### config.mk
export PLATFORM = sky130hd
export DESIGN_NAME = sprite_motion_engine
export DESIGN_NICKNAME = d
export VERILOG_FILES = /design/src/rtl/sprite_motion_engine_pkg.sv /design/src/rtl/sprite_motion_engine_axis_bounce.sv /design/src/rtl/sprite_motion_engine.sv
export SDC_FILE = /design/constraint.sdc
export NUM_CORES = 1
export LEC_CHECK = 0
export BUFFER_PORTS_ARGS = -buffer_cell sky130_fd_sc_hd__buf_2
export CORE_MARGIN = 5
export CORE_UTILIZATION = 30
export CTS_CLUSTER_DIAMETER = 150
export CTS_CLUSTER_SIZE = 12
export DETAILED_ROUTE_END_ITERATION = 6
export PLACE_DENSITY_LB_ADDON = 0.15
export SYNTH_ARGS = -nofsm -noshare
export SYNTH_HDL_FRONTEND = slang
export SYNTH_SLANG_ARGS = --single-unit
### constraint.sdc
create_clock -name clock_162 -period 6.4 [get_ports clock_162]
set_input_delay 1.28 -clock clock_162 [delete_from_list [all_inputs] [get_ports clock_162]]
set_output_delay 1.28 -clock clock_162 [all_outputs]
set_load 0.02 [all_outputs]
### src/rtl/sprite_motion_engine_pkg.sv
// Shared types and constants for the sprite motion engine: coordinate widths,
// per-sprite state layout, sweep FSM states and reset placement helper.
package sprite_pkg;

  localparam int ROW_W          = 11;
  localparam int COL_W          = 12;
  localparam int H_RES_DEF      = 1600;
  localparam int V_RES_DEF      = 1200;
  localparam int SPRITE_DIM_DEF = 127;
  localparam int VEL_W_DEF      = 8;
  localparam int EXT_W          = 14;

  typedef logic [ROW_W-1:0]            pos_row_t;
  typedef logic [COL_W-1:0]            pos_col_t;
  typedef logic signed [VEL_W_DEF-1:0] vel_t;

  typedef struct packed {
    pos_row_t row;
    pos_col_t col;
    vel_t     vrow;
    vel_t     vcol;
  } sprite_state_t;

  typedef enum logic [1:0] {
    IDLE  = 2'd0,
    SWEEP = 2'd1,
    DONE  = 2'd2
  } motion_state_t;

  // Sprites start side by side on a 128-pixel pitch, held inside the screen.
  function automatic pos_col_t init_col(input int idx, input int col_max);
    int c;
    c = idx * 128;
    if (c > col_max) begin
      c = col_max;
    end else begin
      c = c;
    end
    return COL_W'(c);
  endfunction

endpackage

### src/rtl/sprite_motion_engine_axis_bounce.sv
// One axis of sprite motion: advance position by velocity, reflect off the
// walls at 0 and MAX, then optionally add gravity with saturation.
module axis_bounce
  import sprite_pkg::*;
#(
  parameter int POS_W   = 11,
  parameter int VEL_W   = 8,
  parameter int MAX     = 1073,
  parameter int GRAVITY = 1
) (
  input  logic                    [POS_W-1:0] pos,
  input  logic signed             [VEL_W-1:0] vel,
  input  logic                                grav_en,
  output logic                    [POS_W-1:0] pos_next,
  output logic signed             [VEL_W-1:0] vel_next
);

  localparam logic signed [EXT_W-1:0] ZERO_S = EXT_W'(0);
  localparam logic signed [EXT_W-1:0] MAX_S  = EXT_W'(MAX);
  localparam logic signed [EXT_W-1:0] VMAX_S = EXT_W'((1 << (VEL_W - 1)) - 1);
  localparam logic signed [EXT_W-1:0] VMIN_S = EXT_W'(-(1 << (VEL_W - 1)));
  localparam logic signed [EXT_W-1:0] GRAV_S = EXT_W'(GRAVITY);

  logic signed [EXT_W-1:0] vel_ext_s;
  logic signed [EXT_W-1:0] sum_s;
  logic signed [EXT_W-1:0] neg_s;
  logic signed [EXT_W-1:0] pos_ext_s;
  logic signed [EXT_W-1:0] bvel_s;
  logic signed [EXT_W-1:0] grav_s;
  logic signed [EXT_W-1:0] vsat_s;

  // Bounce and gravity evaluation for the sprite currently being swept.
  always_comb begin
    vel_ext_s = EXT_W'(vel);
    sum_s     = $signed({{(EXT_W-POS_W){1'b0}}, pos}) + vel_ext_s;
    // Reflecting the most-negative velocity has no positive twin; clip it.
    neg_s     = (vel_ext_s == VMIN_S) ? VMAX_S : -vel_ext_s;
    if (sum_s < ZERO_S) begin
      pos_ext_s = ZERO_S;
      bvel_s    = neg_s;
    end else if (sum_s > MAX_S) begin
      pos_ext_s = MAX_S;
      bvel_s    = neg_s;
    end else begin
      pos_ext_s = sum_s;
      bvel_s    = vel_ext_s;
    end
    if (grav_en) begin
      grav_s = bvel_s + GRAV_S;
    end else begin
      grav_s = bvel_s;
    end
    if (grav_s > VMAX_S) begin
      vsat_s = VMAX_S;
    end else if (grav_s < VMIN_S) begin
      vsat_s = VMIN_S;
    end else begin
      vsat_s = grav_s;
    end
    pos_next = POS_W'(pos_ext_s);
    vel_next = VEL_W'(vsat_s);
  end

endmodule

### src/rtl/sprite_motion_engine.sv
// Per-frame sprite position/velocity engine: one sprite is advanced per clock
// during a sweep triggered by frame_tick; sprites can be placed while idle.
module sprite_motion_engine
  import sprite_pkg::*;
#(
  parameter int SPRITES    = 4,
  parameter int H_RES      = H_RES_DEF,
  parameter int V_RES      = V_RES_DEF,
  parameter int SPRITE_DIM = SPRITE_DIM_DEF,
  parameter int VEL_W      = VEL_W_DEF,
  parameter int VEL_INIT   = 2,
  parameter int GRAVITY    = 1
) (
  input  logic                             clock_162,
  input  logic                             rst_n,
  input  logic                             frame_tick,
  input  logic                             enable,
  input  logic                             gravity_en,
  input  logic                             load_valid,
  output logic                             load_ready,
  input  logic [$clog2(SPRITES)-1:0]       load_idx,
  input  logic [10:0]                      load_row,
  input  logic [11:0]                      load_col,
  input  logic [VEL_W-1:0]                 load_vrow,
  input  logic [VEL_W-1:0]                 load_vcol,
  output logic [SPRITES-1:0][10:0]         sprite_row,
  output logic [SPRITES-1:0][11:0]         sprite_col,
  output logic                             busy,
  output logic                             update_done,
  output logic                             overrun
);

  localparam int IDX_W   = $clog2(SPRITES);
  localparam int ROW_MAX = V_RES - SPRITE_DIM;
  localparam int COL_MAX = H_RES - SPRITE_DIM;
  localparam logic [ROW_W-1:0] ROW_MAX_V = ROW_W'(ROW_MAX);
  localparam logic [COL_W-1:0] COL_MAX_V = COL_W'(COL_MAX);
  localparam logic [IDX_W-1:0] IDX_LAST  = IDX_W'(SPRITES - 1);
  localparam logic [IDX_W-1:0] IDX_ONE   = IDX_W'(1);
  localparam logic [IDX_W:0]   IDX_LIMIT = (IDX_W + 1)'(SPRITES);

  motion_state_t           state_r, state_n;
  logic [IDX_W-1:0]        idx_r, idx_n;
  logic signed [VEL_W-1:0] vrow_r [SPRITES];
  logic signed [VEL_W-1:0] vcol_r [SPRITES];

  logic                    load_wr_s;
  logic                    sweep_wr_s;
  logic [ROW_W-1:0]        row_ld_s;
  logic [COL_W-1:0]        col_ld_s;
  logic [ROW_W-1:0]        row_next_s;
  logic [COL_W-1:0]        col_next_s;
  logic signed [VEL_W-1:0] vrow_next_s;
  logic signed [VEL_W-1:0] vcol_next_s;

  // Out-of-range indices still complete the handshake but write nothing.
  assign load_wr_s  = load_valid && (state_r == IDLE) && ({1'b0, load_idx} < IDX_LIMIT);
  assign sweep_wr_s = (state_r == SWEEP) && enable;
  assign row_ld_s   = (load_row > ROW_MAX_V) ? ROW_MAX_V : load_row;
  assign col_ld_s   = (load_col > COL_MAX_V) ? COL_MAX_V : load_col;

  axis_bounce #(
    .POS_W(ROW_W), .VEL_W(VEL_W), .MAX(ROW_MAX), .GRAVITY(GRAVITY)
  ) u_row_axis (
    .pos(sprite_row[idx_r]), .vel(vrow_r[idx_r]), .grav_en(gravity_en),
    .pos_next(row_next_s), .vel_next(vrow_next_s)
  );

  axis_bounce #(
    .POS_W(COL_W), .VEL_W(VEL_W), .MAX(COL_MAX), .GRAVITY(GRAVITY)
  ) u_col_axis (
    .pos(sprite_col[idx_r]), .vel(vcol_r[idx_r]), .grav_en(1'b0),
    .pos_next(col_next_s), .vel_next(vcol_next_s)
  );

  // Sweep sequencing: next state and sprite index.
  always_comb begin
    state_n = state_r;
    idx_n   = idx_r;
    case (state_r)
      IDLE: begin
        if (frame_tick) begin
          state_n = SWEEP;
          idx_n   = {IDX_W{1'b0}};
        end else begin
          state_n = IDLE;
        end
      end
      SWEEP: begin
        if (idx_r == IDX_LAST) begin
          state_n = DONE;
        end else begin
          idx_n = idx_r + IDX_ONE;
        end
      end
      DONE: begin
        state_n = IDLE;
      end
      default: begin
        state_n = IDLE;
        idx_n   = {IDX_W{1'b0}};
      end
    endcase
  end

  // FSM registers plus status outputs registered from the next state.
  always_ff @(posedge clock_162 or negedge rst_n) begin
    if (!rst_n) begin
      state_r     <= IDLE;
      idx_r       <= {IDX_W{1'b0}};
      busy        <= 1'b0;
      update_done <= 1'b0;
      load_ready  <= 1'b1;
      overrun     <= 1'b0;
    end else begin
      state_r     <= state_n;
      idx_r       <= idx_n;
      busy        <= (state_n == SWEEP);
      update_done <= (state_n == DONE);
      load_ready  <= (state_n == IDLE);
      if (frame_tick && (state_r != IDLE)) begin
        overrun <= 1'b1;
      end else begin
        overrun <= overrun;
      end
    end
  end

  // Sprite state: loads only happen in IDLE and sweep writes only in SWEEP.
  always_ff @(posedge clock_162 or negedge rst_n) begin
    if (!rst_n) begin
      for (int i = 0; i < SPRITES; i++) begin
        sprite_row[i] <= {ROW_W{1'b0}};
        sprite_col[i] <= init_col(i, COL_MAX);
        vrow_r[i]     <= VEL_W'(VEL_INIT);
        vcol_r[i]     <= VEL_W'(VEL_INIT);
      end
    end else if (load_wr_s) begin
      sprite_row[load_idx] <= row_ld_s;
      sprite_col[load_idx] <= col_ld_s;
      vrow_r[load_idx]     <= $signed(load_vrow);
      vcol_r[load_idx]     <= $signed(load_vcol);
    end else if (sweep_wr_s) begin
      sprite_row[idx_r] <= row_next_s;
      sprite_col[idx_r] <= col_next_s;
      vrow_r[idx_r]     <= vrow_next_s;
      vcol_r[idx_r]     <= vcol_next_s;
    end else begin
      sprite_row <= sprite_row;
    end
  end

endmodule
==> out/metrics.csv <==
metric;value;unit
status;completed;
clockRootBuffer;clkbuf_16;
post_cts_buffers;0;
yosysWarnings;0;
relSlewSlack;24.8;%
ys_async_sr_fraction;100;%
ys.flop_type;dfrtp_1;
grt_max_degree;70;
viasPerCell;5.97;
drt_first_pass_iters;5;
cp_data_required_time;6730;ps
fill_cells;3629;
antenna_found_initial;1;
crit_type;reg2reg;
drt_wl_total;42700;um
routed-via-count;10000;
synth_cells;1089;
tns;0;ps
port_buffers;142;
endpoint_kind;flop;
rsz0062_at_grt;no;
crit_path_max_fanout;20;
synth-seq-area-share;37.9;%
clkTransAtPathRegs;80;ps
avgSynthCellArea;9.99;sq um
final_cell_mix;dfrtp_1, buf_2, nand2_1;
hold_viol;0;
cts_hold_buf;0;
clock_skew;10.9;ps
worst_pin_slew;1120;ps
initial_core_util;30.5;%
slew_viol_final;0;
dp_hpwl;29500;um
drc_errors;0;
fp.dieArea;0.0402;sq mm
grt_pass1_wl;66200;um
core;0.0357;sq mm
final_common_cell;dfrtp_1;
area_growth;16.5;%
cp.arrival;6180;ps
rows;69;
dieWidth;200;um
drt.antenna.violating_nets;0;
cap_violations;0;
post_drt_wl_per_cell;25.4;um
fp.dieH;200;um
ys_types;103;
fin_crit_sh;91.5;%
synth-edff-count;0;
clk_latency;440;ps
ctsResizeCount;0;
grt_usage;20.8;%
cts_max_path_buffers;2;
tritoncts;done;
syn-num-nets;1170;
cts_made_buffers;17;
hold_class;reg2reg;
setup.worst_path.start_class;flop;
ios;143;
syn_area;0.0109;sq mm
max_freq;171;MHz
fin_crit;5850;ps
setup_viol;0;
grt_remaining_overflow;0;
ctsHtreeMaxLevel;4;
drt-initial-drc-count;828;
drive_above_1_share;25.1;%
grt_pass1_vias;10400;
gp_congestion;0.893;
layout.nets;1283;
clock-sinks;164;
synth.ff_latch_count;164;
kinds of logic (layout without fill, tap and decap cells):
logic type / count (synthesis) / after routing / synth area share (%)
buf+inv: 98 / 224 / 4.46
flops: 164 / 164 / 37.9
simple gates: 291 / 291 / 12.9
compound gates: 429 / 429 / 29.9
other cells: 0 / 1 / 0
xor+xnor: 23 / 23 / 1.92
mux: 50 / 50 / 8.97
fa+ha+maj: 34 / 34 / 4.05
routing by layer:
metal | part of all wire [%] | GRT usage, % | wire length [um]
met5 | 0 | 0 | 0
met4 | 2.2 | 6.47 | 939
met3 | 5.5 | 3.12 | 2340
met2 | 48 | 34.7 | 20500
met1 | 44 | 28.1 | 18900
critical path, stage by stage (launching register included):
cell and delay [ps]:
dfrtp_2 880, mux4_2 720, ha_1 280, fa_1 430, a211oi_2 310, o211ai_1 190, a21oi_1 340, nand2b_4 120
mux2i_1 410, nand2_1 300, mux2i_1 260, ha_1 300, inv_1 90, a21oi_1 270, o221ai_4 210, a22o_4 290
a221o_1 310
per-stage QoR:
stage | instance area, sq um | hold slack (ps) | utilization [%] | cells | worst slack [ps]
2_1_floorplan | 10900 | 445 | - | 1089 | 829
3_3_place_gp | 12000 | 450 | 33.8 | 1644 | 610
3_5_place_dp | 12000 | 451 | 33.8 | 1644 | 558
4_1_cts | 12700 | 469 | 35.5 | 1676 | 528
5_1_grt | 12700 | 495 | 35.6 | 1677 | 63.8
6_report | 12700 | 473 | 35.6 | 1677 | 546
state kept, by name (all words and copies together), names as in the netlist:
| name | flops |
|---|---|
| overrun | 1 |
| busy | 1 |
| vcol_r | 32 |
| load_ready | 1 |
| sprite_row | 44 |
| sprite_col | 48 |
| idx_r | 2 |
| update_done | 1 |
| state_r | 2 |
| vrow_r | 32 |
cell type report:
class | instances | area (sq um) | share of cell area [%]
Clock inverter | 14 | 193 | 1.52
Inverter | 22 | 82.6 | 0.651
Multi-Input combinational cell | 827 | 6330 | 50.0
Antenna cell | 1 | 2.50 | 0.0197
Tap cell | 461 | 577 | 4.55
Timing Repair Buffer | 170 | 927 | 7.31
Sequential cell | 164 | 4120 | 32.5
Clock buffer | 18 | 439 | 3.46
Yosys cell counts (all sizes together) (8+ instances only):
cell type  count  area share, %
nand2         99            3.5
dfrtp        151             35
a22oi         52            3.6
buf           20            1.4
nor2          80            2.9
o32ai         21            1.7
clkbuf        54            2.2
dfstp         13            3.1
xor2           8           0.64
a221o         15            1.4
inv           21           0.72
o221ai        16            1.4
mux4          37            7.7
nand2b         8           0.60
a31oi          8           0.60
xnor2         15            1.3
a211o          8           0.64
a22o          59            4.9
nand3         20           0.92
o211ai        19            1.3
ha            32            3.7
and3          10           0.57
or3           11           0.68
o22ai         33            1.9
a21oi         49            2.3
nor3          19           0.92
and2          14           0.84
a21o          16            1.1
a211oi         8           0.74
mux2i          9           0.83
o21ai         75            3.8
worst paths after layout:
check	depth (start not counted)	end	startpoint	slack [ps]
worst max-delay path	16	vrow_r[8]	idx_r[0]	550
worst min-delay path	1	overrun	overrun	470
worst max register to register	16	vrow_r[8]	idx_r[0]	550
worst min register to register	1	overrun	overrun	470
max in group asynchronous	2	idx_r[1]	rst_n	4300
min in group asynchronous	1	vcol_r[11]	rst_n	860
Power is not shown: default switching activity piles up to over one toggle a cycle in this logic, so the estimate is an artifact.
